### config.mk
export PLATFORM = sky130hd
export DESIGN_NAME = vibration_ctrl
export DESIGN_NICKNAME = d
export VERILOG_FILES = /design/src/rtl/vibration_ctrl.sv
export SDC_FILE = /design/constraint.sdc
export NUM_CORES = 1
export LEC_CHECK = 0
export BUFFER_PORTS_ARGS = -buffer_cell sky130_fd_sc_hd__clkbuf_2
export CAP_MARGIN = 20
export CELL_PAD_IN_SITES_DETAIL_PLACEMENT = 1
export CELL_PAD_IN_SITES_GLOBAL_PLACEMENT = 2
export CORE_MARGIN = 2
export CORE_UTILIZATION = 34
export CTS_BUF_LIST = sky130_fd_sc_hd__clkbuf_16
export CTS_CLUSTER_DIAMETER = 50
export CTS_CLUSTER_SIZE = 14
export DETAILED_ROUTE_END_ITERATION = 10
export MAX_ROUTING_LAYER = met4
export PLACE_DENSITY_LB_ADDON = 0.1
export SLEW_MARGIN = 20
export SYNTH_ARGS = -nofsm -noshare
export SYNTH_HDL_FRONTEND = slang
export SYNTH_SLANG_ARGS = --single-unit
### constraint.sdc
create_clock -name clk_i -period 2.5 [get_ports clk_i]
set_clock_uncertainty 0.15 [all_clocks]
set_input_delay 0.5 -clock clk_i [delete_from_list [all_inputs] [get_ports clk_i]]
set_output_delay 0.5 -clock clk_i [all_outputs]
set_load 0.1 [all_outputs]
### src/rtl/vibration_ctrl.sv
// -----------------------------------------------------------------------------
// vibration_ctrl
// Measurement sequencer for an external 4-digit BCD vibration pulse counter.
// The raw sensor line is synchronised and debounced; each debounced rising
// edge inside the measurement window becomes one cnt_up pulse. The counter is
// cleared before each window and its BCD value is latched after the window,
// together with overflow and threshold-alarm flags.
//
// Ports:
//   clk_i            system clock, rising edge
//   rst_ni           asynchronous active-low reset
//   start_i          single-shot request (sampled in IDLE only)
//   cont_i           continuous mode level (windows repeat back-to-back)
//   sensor_i         raw asynchronous vibration sensor
//   count_in_i       BCD count from the external counter
//   thresh_i         BCD alarm threshold, 16'h0000 disables the alarm
//   cnt_rst_o        active-high clear to the counter
//   cnt_up_o         one-cycle count pulse to the counter
//   result_o         latched BCD result of the last window
//   result_valid_o   one-cycle pulse when result_o updates
//   overflow_o       last window exceeded 9999 events
//   alarm_o          last result >= thresh_i (thresh_i nonzero)
//   busy_o           high in every state except IDLE
// -----------------------------------------------------------------------------
module vibration_ctrl #(
  parameter int unsigned GATE_CYCLES = 50000000,
  parameter int unsigned DEB_CYCLES  = 500000,
  parameter int unsigned CLR_CYCLES  = 2
) (
  input  logic        clk_i,
  input  logic        rst_ni,
  input  logic        start_i,
  input  logic        cont_i,
  input  logic        sensor_i,
  input  logic [15:0] count_in_i,
  input  logic [15:0] thresh_i,
  output logic        cnt_rst_o,
  output logic        cnt_up_o,
  output logic [15:0] result_o,
  output logic        result_valid_o,
  output logic        overflow_o,
  output logic        alarm_o,
  output logic        busy_o
);

  localparam int unsigned SETTLE_CYCLES = 2;
  localparam int unsigned TMR_MAX0 = (GATE_CYCLES > CLR_CYCLES) ? GATE_CYCLES : CLR_CYCLES;
  localparam int unsigned TMR_MAX  = (TMR_MAX0 > SETTLE_CYCLES) ? TMR_MAX0 : SETTLE_CYCLES;
  localparam int unsigned TMR_W    = $clog2(TMR_MAX + 1);
  localparam int unsigned DEB_W    = $clog2(DEB_CYCLES + 1);

  localparam logic [TMR_W-1:0] GATE_LAST   = TMR_W'(GATE_CYCLES - 1);
  localparam logic [TMR_W-1:0] CLR_LAST    = TMR_W'(CLR_CYCLES - 1);
  localparam logic [TMR_W-1:0] SETTLE_LAST = TMR_W'(SETTLE_CYCLES - 1);
  localparam logic [DEB_W-1:0] DEB_LAST    = DEB_W'(DEB_CYCLES - 1);
  localparam logic [13:0]      EVT_SAT     = 14'd10000;

  typedef enum logic [2:0] {
    S_IDLE   = 3'd0,
    S_CLEAR  = 3'd1,
    S_GATE   = 3'd2,
    S_SETTLE = 3'd3,
    S_LATCH  = 3'd4
  } state_t;

  state_t             state_q;
  logic [TMR_W-1:0]   tmr_q;
  logic [13:0]        evt_cnt_q;
  logic               cnt_rst_q, cnt_up_q, result_valid_q, overflow_q, alarm_q, busy_q;
  logic [15:0]        result_q;

  logic               sync1_q, sync2_q, deb_lvl_q, deb_prev_q;
  logic [DEB_W-1:0]   deb_cnt_q, deb_cnt_d;
  logic               deb_lvl_d;
  logic               event_s;
  logic               ovf_s, alarm_s;
  logic [15:0]        res_s;

  // Debounce: count consecutive disagreeing cycles, toggle after DEB_CYCLES.
  always_comb begin
    deb_cnt_d = '0;
    deb_lvl_d = deb_lvl_q;
    if (sync2_q != deb_lvl_q) begin
      if (deb_cnt_q == DEB_LAST) begin
        deb_lvl_d = ~deb_lvl_q;
      end else begin
        deb_cnt_d = deb_cnt_q + DEB_W'(1);
      end
    end else begin
      deb_cnt_d = '0;
    end
  end

  // Synchroniser, debounce state and previous debounced level.
  always_ff @(posedge clk_i or negedge rst_ni) begin
    if (!rst_ni) begin
      sync1_q    <= 1'b0;
      sync2_q    <= 1'b0;
      deb_cnt_q  <= '0;
      deb_lvl_q  <= 1'b0;
      deb_prev_q <= 1'b0;
    end else begin
      sync1_q    <= sensor_i;
      sync2_q    <= sync1_q;
      deb_cnt_q  <= deb_cnt_d;
      deb_lvl_q  <= deb_lvl_d;
      deb_prev_q <= deb_lvl_q;
    end
  end

  assign event_s = deb_lvl_q & ~deb_prev_q;

  // Values captured in LATCH; a saturated event count reports 9999.
  always_comb begin
    ovf_s   = (evt_cnt_q >= EVT_SAT);
    res_s   = ovf_s ? 16'h9999 : count_in_i;
    alarm_s = (thresh_i != 16'h0000) && (res_s >= thresh_i);
  end

  // Sequencer FSM with registered outputs; outputs are set on state entry.
  always_ff @(posedge clk_i or negedge rst_ni) begin
    if (!rst_ni) begin
      state_q        <= S_IDLE;
      tmr_q          <= '0;
      evt_cnt_q      <= 14'd0;
      cnt_rst_q      <= 1'b1;
      cnt_up_q       <= 1'b0;
      result_q       <= 16'h0000;
      result_valid_q <= 1'b0;
      overflow_q     <= 1'b0;
      alarm_q        <= 1'b0;
      busy_q         <= 1'b0;
    end else begin
      // An event seen on the last GATE cycle still pulses in the first SETTLE cycle.
      cnt_up_q       <= (state_q == S_GATE) && event_s;
      result_valid_q <= 1'b0;
      if ((state_q == S_GATE) && event_s && (evt_cnt_q != EVT_SAT)) begin
        evt_cnt_q <= evt_cnt_q + 14'd1;
      end else if (state_q == S_CLEAR) begin
        evt_cnt_q <= 14'd0;
      end else begin
        evt_cnt_q <= evt_cnt_q;
      end
      case (state_q)
        S_IDLE: begin
          if (start_i || cont_i) begin
            state_q   <= S_CLEAR;
            tmr_q     <= '0;
            cnt_rst_q <= 1'b1;
            busy_q    <= 1'b1;
          end
        end
        S_CLEAR: begin
          if (tmr_q == CLR_LAST) begin
            state_q   <= S_GATE;
            tmr_q     <= '0;
            cnt_rst_q <= 1'b0;
          end else begin
            tmr_q <= tmr_q + TMR_W'(1);
          end
        end
        S_GATE: begin
          if (tmr_q == GATE_LAST) begin
            state_q <= S_SETTLE;
            tmr_q   <= '0;
          end else begin
            tmr_q <= tmr_q + TMR_W'(1);
          end
        end
        S_SETTLE: begin
          if (tmr_q == SETTLE_LAST) begin
            state_q <= S_LATCH;
            tmr_q   <= '0;
          end else begin
            tmr_q <= tmr_q + TMR_W'(1);
          end
        end
        S_LATCH: begin
          result_q       <= res_s;
          overflow_q     <= ovf_s;
          alarm_q        <= alarm_s;
          result_valid_q <= 1'b1;
          cnt_rst_q      <= 1'b1;
          tmr_q          <= '0;
          if (cont_i) begin
            state_q <= S_CLEAR;
            busy_q  <= 1'b1;
          end else begin
            state_q <= S_IDLE;
            busy_q  <= 1'b0;
          end
        end
        default: begin
          state_q   <= S_IDLE;
          tmr_q     <= '0;
          cnt_rst_q <= 1'b1;
          busy_q    <= 1'b0;
        end
      endcase
    end
  end

  assign cnt_rst_o      = cnt_rst_q;
  assign cnt_up_o       = cnt_up_q;
  assign result_o       = result_q;
  assign result_valid_o = result_valid_q;
  assign overflow_o     = overflow_q;
  assign alarm_o        = alarm_q;
  assign busy_o         = busy_q;

endmodule

# Word level (Yosys, flattened, before mapping)
# Index checks and enable logic that the tools add are counted.
[totals]
input_bits = 37
word_cells = 73
out_inout_bits = 22
register_bits = 88
[op_classes]
bitwise_logic = 5
muxes = 21
n_addsub = 3
n_reduce_logical = 14
eq_ne = 13
order_cmp = 2
[op_table]
columns = ["cell", "n"]
rows = [
  ["26-bit 2-to-1 mux", 3],
  ["26-bit one-hot mux with 3 select lines", 1],
  ["19-bit 2-to-1 mux", 2],
  ["14-bit 2-to-1 mux", 2],
  ["26-bit by 1-bit adder with 26-bit output, second input constant", 1],
  ["26-bit by 1-bit equality test with 1-bit output, second input constant", 1],
  ["26-bit equality test, second input constant", 1],
  ["19-bit by 1-bit adder with 19-bit output, second input constant", 1],
  ["19-bit equality test, second input constant", 1],
  ["16-bit >= comparator", 1],
  ["16-bit 2-to-1 mux", 1],
  ["16-bit nonzero test", 1],
  ["3-bit one-hot mux with 5 select lines", 1],
  ["14-bit by 1-bit adder with 14-bit output, second input constant", 1],
  ["14-bit >= comparator, second input constant", 1],
  ["14-bit inequality test, second input constant", 1],
  ["3-bit 2-to-1 mux", 4],
  ["3-bit by 2-bit equality test with 1-bit output, second input constant", 2],
  ["1-bit one-hot mux with 3 select lines", 2],
  ["1-bit 2-to-1 mux", 5],
  ["2-bit by 1-bit inequality test with 1-bit output, second input constant", 2],
  ["2-bit inequality test, second input constant", 2],
  ["1-bit inverter", 4],
  ["2-bit AND reduction", 2],
  ["other kinds (12)", 15],
]

# Longest topological paths before layout
[depth]
word_depth = 5
depth_mapped = 11
mapped_depth_nobuf = 10

# Worst setup path before layout
# Ideal clock, no wire load.
[synth_path]
path_type = "flip-flop to flip-flop"
startpoint = "register evt_cnt_q[5]"
endpoint = "register alarm_q, in the netlist alarm_o"
stages_incl_launch_ff = 11
synth_period_minus_slack_ps = 2625
t_required_ps = 2283
slack_ps = -125
t_arrival_ps = 2408
setup_time_ps = 67
path_buffers = 1
cell_sequence = "dfrtp_1 > nor4_1 > o21ai_1 > nand2_1 > clkbuf_1 > nand2b_1 > ha_1 > nand4_1 > or3_1 > o32ai_1 > o221a_2"
[synth_via]
elab_chain_cells = 4
[synth_rtl]
columns = ["item", "line_no", "text"]
rows = [
  ["start, declared", "68", "logic [13:0] evt_cnt_q;"],
  ["start signal, assigned", "138", "evt_cnt_q <= evt_cnt_q + 14'd1;"],
  ["start signal, assigned", "142", "evt_cnt_q <= evt_cnt_q;"],
  ["14-bit >= comparator", "115", "ovf_s = (evt_cnt_q >= EVT_SAT);"],
  ["16-bit 2-to-1 mux", "116", "res_s = ovf_s ? 16'h9999 : count_in_i;"],
  ["via res_s[15]", "77", "logic [15:0] res_s;"],
  ["16-bit >= comparator", "117", "alarm_s = (thresh_i != 16'h0000) && (res_s >= thresh_i);"],
  ["1-bit logical AND", "117", ""],
  ["end signal, assigned", "181", "alarm_q <= alarm_s;"],
  ["end, declared", "69", "logic cnt_rst_q, cnt_up_q, result_valid_q, overflow_q, alarm_q, busy_q;"],
]
# The timed path passes the listed nets, and every way through them passes these cells.
# A chain may end at the register's enable or synchronous reset.

# Worst setup path in the final report
[layout_path]
startpoint = "register evt_cnt_q[7]"
endpoint = "register alarm_q, in the netlist alarm_o"
# Same word-level chain as after synthesis.

==> results.cfg <==
[outcome]
status = complete, but fails checks
violations = negative setup slack

[setup_path]
rrSetupSlack_ns = -0.09
r2r_start = evt_cnt_q[7]$_DFFE_PN0P_
crit_buf_inv = 1
cp_top_family = simple AND/OR/NAND/NOR gates
cpMaxStageDelayCell = dfrtp_1
reg2reg_depth = 10
cp.arrival_ns = 2.73
crit_required_ns = 2.64
max_stage_delay_ns = 0.41
cp-start-kind = flop
regToRegEndpoint = alarm_o$_DFFE_PN0P_
crit_chain = nor4_4, o21ai_4, nand2_4, buf_4, nand2b_1, ha_1, nand4_1, or3_1, o32ai_2, o221a_2
crit_cells = 10
endpoint_kind = flop
worstSetupPathType = reg -> reg
crit_fanout = 7

[global_route]
grt_pass1_vias = 4541
antenna_found_initial = 0
grt_start_max_net_pins = 37
grt_pass1_wl_um = 23500
grt_usage_pct = 18.9
overflow = 0

[floorplan]
core_mm2 = 0.0145
die-area_mm2 = 0.0159
start_util_pct = 34.8
num_rows = 44
io_pins = 59
die_h_um = 126
die_w_um = 126

[timing]
relSlewSlack_pct = 55.8
fin_ws_ns = -0.0895
clock.fmax_mhz = 386
fin_crit_ns = 2.59
hold_viol = 0
tightest_slew_ns = 0.659
rsz0062_at_grt = true
setup_viol = 1
period_share_pct = 104
tns_ns = -0.0895
drv_slew = 0
whs_ns = 0.115

[worst_hold_path]
min_from = sensor_i
min_to = sync1_q$_DFF_PN0_
holdPathStages = 1
hold_class = in -> reg

[detailed_routing]
drtIter0Drc = 131
num_vias = 4247
first_pass_iters = 4
vias_per_cell = 5.35
drc = 0
routed_wirelength_um = 13700
wl_per_cell_um = 17.3
postRouteAntennaNets = 0

[finish]
post-route-util_pct = 42.7
seq_area_mm2 = 0.00220
drive_gt1_share_pct = 27.7
layout.nets = 663
diodes = 0
multi_input_area_mm2 = 0.00271
fill_cells = 1698
area_growth_syn_to_layout_pct = 22.7

[placed_design]
place_ws_ns = -0.281
dp_hpwl_um = 10100
numPortBuffers = 58
place_congestion = 0.816

[pwr]
power_mw = 2.82
vdd_drop_max_mv = 0.294
leakage_nw = 2.78
power_per_cell_area_mw_per_mm2 = 455

[synthesis]
syn_avg_cell_area_um2 = 9.98
syn_inst = 507
synth_warnings = 0
ys_async_sr_fraction_pct = 100
synth_top_area_share_pct = 43.0
synth-edff-count = 0
synth_area_leaders = dfrtp_1, ha_1, xnor2_1, mux2_2, nand2_1
synth_cell_types = 61
synth-seq-cells = 88
syn_nets = 565
ys.flop_type = dfrtp_1
synth_top_area_cell = dfrtp_1
netlist_area_mm2 = 0.00506
yosysSeqAreaShare_pct = 43.5

[job]
maxCapViolCount = 0

[clocking]
worstSkewPairLatency_ns = 0.34
cts_buffers = 9
cts.path.max_buffers = 2
cts_sinks = 88
ctsHtreeMaxLevel = 3
clkSlewWorstSetupHoldPaths_ns = 0.06
cts_tree = done
ctsRootBufferMaster = clkbuf_16
[final cells by class]
class	instances	share of cell area (%)
clock buffer	9	3.63
clock inverter	7	0.524
inverter	26	1.57
multi-input combinational	372	43.7
sequential	88	35.5
tap	184	3.71
timing repair buffer	108	11.4
[synthesized netlist by cell type (14+ instances only)]
cell     number
nor2_1       31
dfrtp_1      87
ha_1         21
nand3_1      24
nand4_1      20
mux2_2       16
nor3_1       14
inv_1        25
nor4_1       21
nand2_1      40
xnor2_1      24
[per-stage QoR]
stage | std cells | instance area, um^2
3_3_place_gp | 773 | 5850
2_1_floorplan | 507 | 5070
5_1_grt | 794 | 6210
4_1_cts | 793 | 6190
3_5_place_dp | 773 | 5850
6_report | 794 | 6210
[sequential cells by signal, summed over array words and instances (netlist names)]
signal,count
overflow_o,1
tmr_q,26
result_valid_o,1
deb_prev_q,1
busy_o,1
cnt_rst_o,1
deb_lvl_q,1
result_o,16
state_q,3
cnt_up_o,1
sync1_q,1
deb_cnt_q,19
sync2_q,1
evt_cnt_q,14
alarm_o,1
[repair_timing]
item	in CTS	in global routing
hold endpoints to repair	33	0
gates cloned	1	0
hold buffers	1	0
pin swaps	4	3
buffers inserted	2	1
endpoints found under the setup margin	1	2
gates resized for setup	10	3
[power by group]
group | switching, mW | total (mW) | internal [mW]
clock network | 0.573 | 1.23 | 0.657
registers | 0.00517 | 1.43 | 1.43
logic | 0.0910 | 0.159 | 0.0675
total | 0.669 | 2.82 | 2.15
[per-layer routing]
layer  track usage [%]  routed length [um]
met4              4.85                 186
met3              3.74                 427
met1              23.5                6160
met2              31.6                6960
met5                 -                   0
[kinds of logic after synthesis]
kind of cell | count (synthesis) | synth area share (%)
adder cells (fa/ha/maj) | 21 | 5.19
multiplexers | 24 | 5.14
flip-flops | 88 | 43.5
AO/OA/AOI/OAI | 85 | 13.1
AND/OR/NAND/NOR | 207 | 22.7
XOR/XNOR | 34 | 5.88
buffers and inverters | 48 | 4.40
[how the worst max path moves through the flow]
stage	start	slack (ns)	endpoint
finish	evt_cnt_q[7]$_DFFE_PN0P_	-0.09	alarm_o$_DFFE_PN0P_
global route	evt_cnt_q[7]$_DFFE_PN0P_	-0.24	alarm_o$_DFFE_PN0P_
CTS	evt_cnt_q[5]$_DFFE_PN0P_	-0.1	alarm_o$_DFFE_PN0P_
detailed placement	evt_cnt_q[7]$_DFFE_PN0P_	-0.28	alarm_o$_DFFE_PN0P_
global placement	evt_cnt_q[7]$_DFFE_PN0P_	-0.21	alarm_o$_DFFE_PN0P_
floorplan	evt_cnt_q[4]$_DFFE_PN0P_	0.01	alarm_o$_DFFE_PN0P_
[cells in the final DEF, fill, tap and decap left out, types with 3 or more instances in the layout]
cell and n:
ha_1 21, buf_4 47, nand2_1 39, a21oi_2 10
mux2_2 16, and3_1 5, nand2b_1 8, or4_1 4
and2_1 9, xor2_1 10, or3_1 9, nor3_1 14
a221o_1 4, a21oi_1 8, nor4_4 3, o211ai_1 3
buf_12 3, nand3_1 23, clkbuf_16 9, nor4_1 20
xnor2_1 24, a21o_1 8, o41ai_1 8, o21ai_0 10
inv_1 27, and4_1 4, a211oi_1 8, dfrtp_1 87
o311ai_0 4, nand4_1 20, mux2i_1 8, nor2_1 31
clkbuf_2 57
Power figures use the tool's default switching activity.
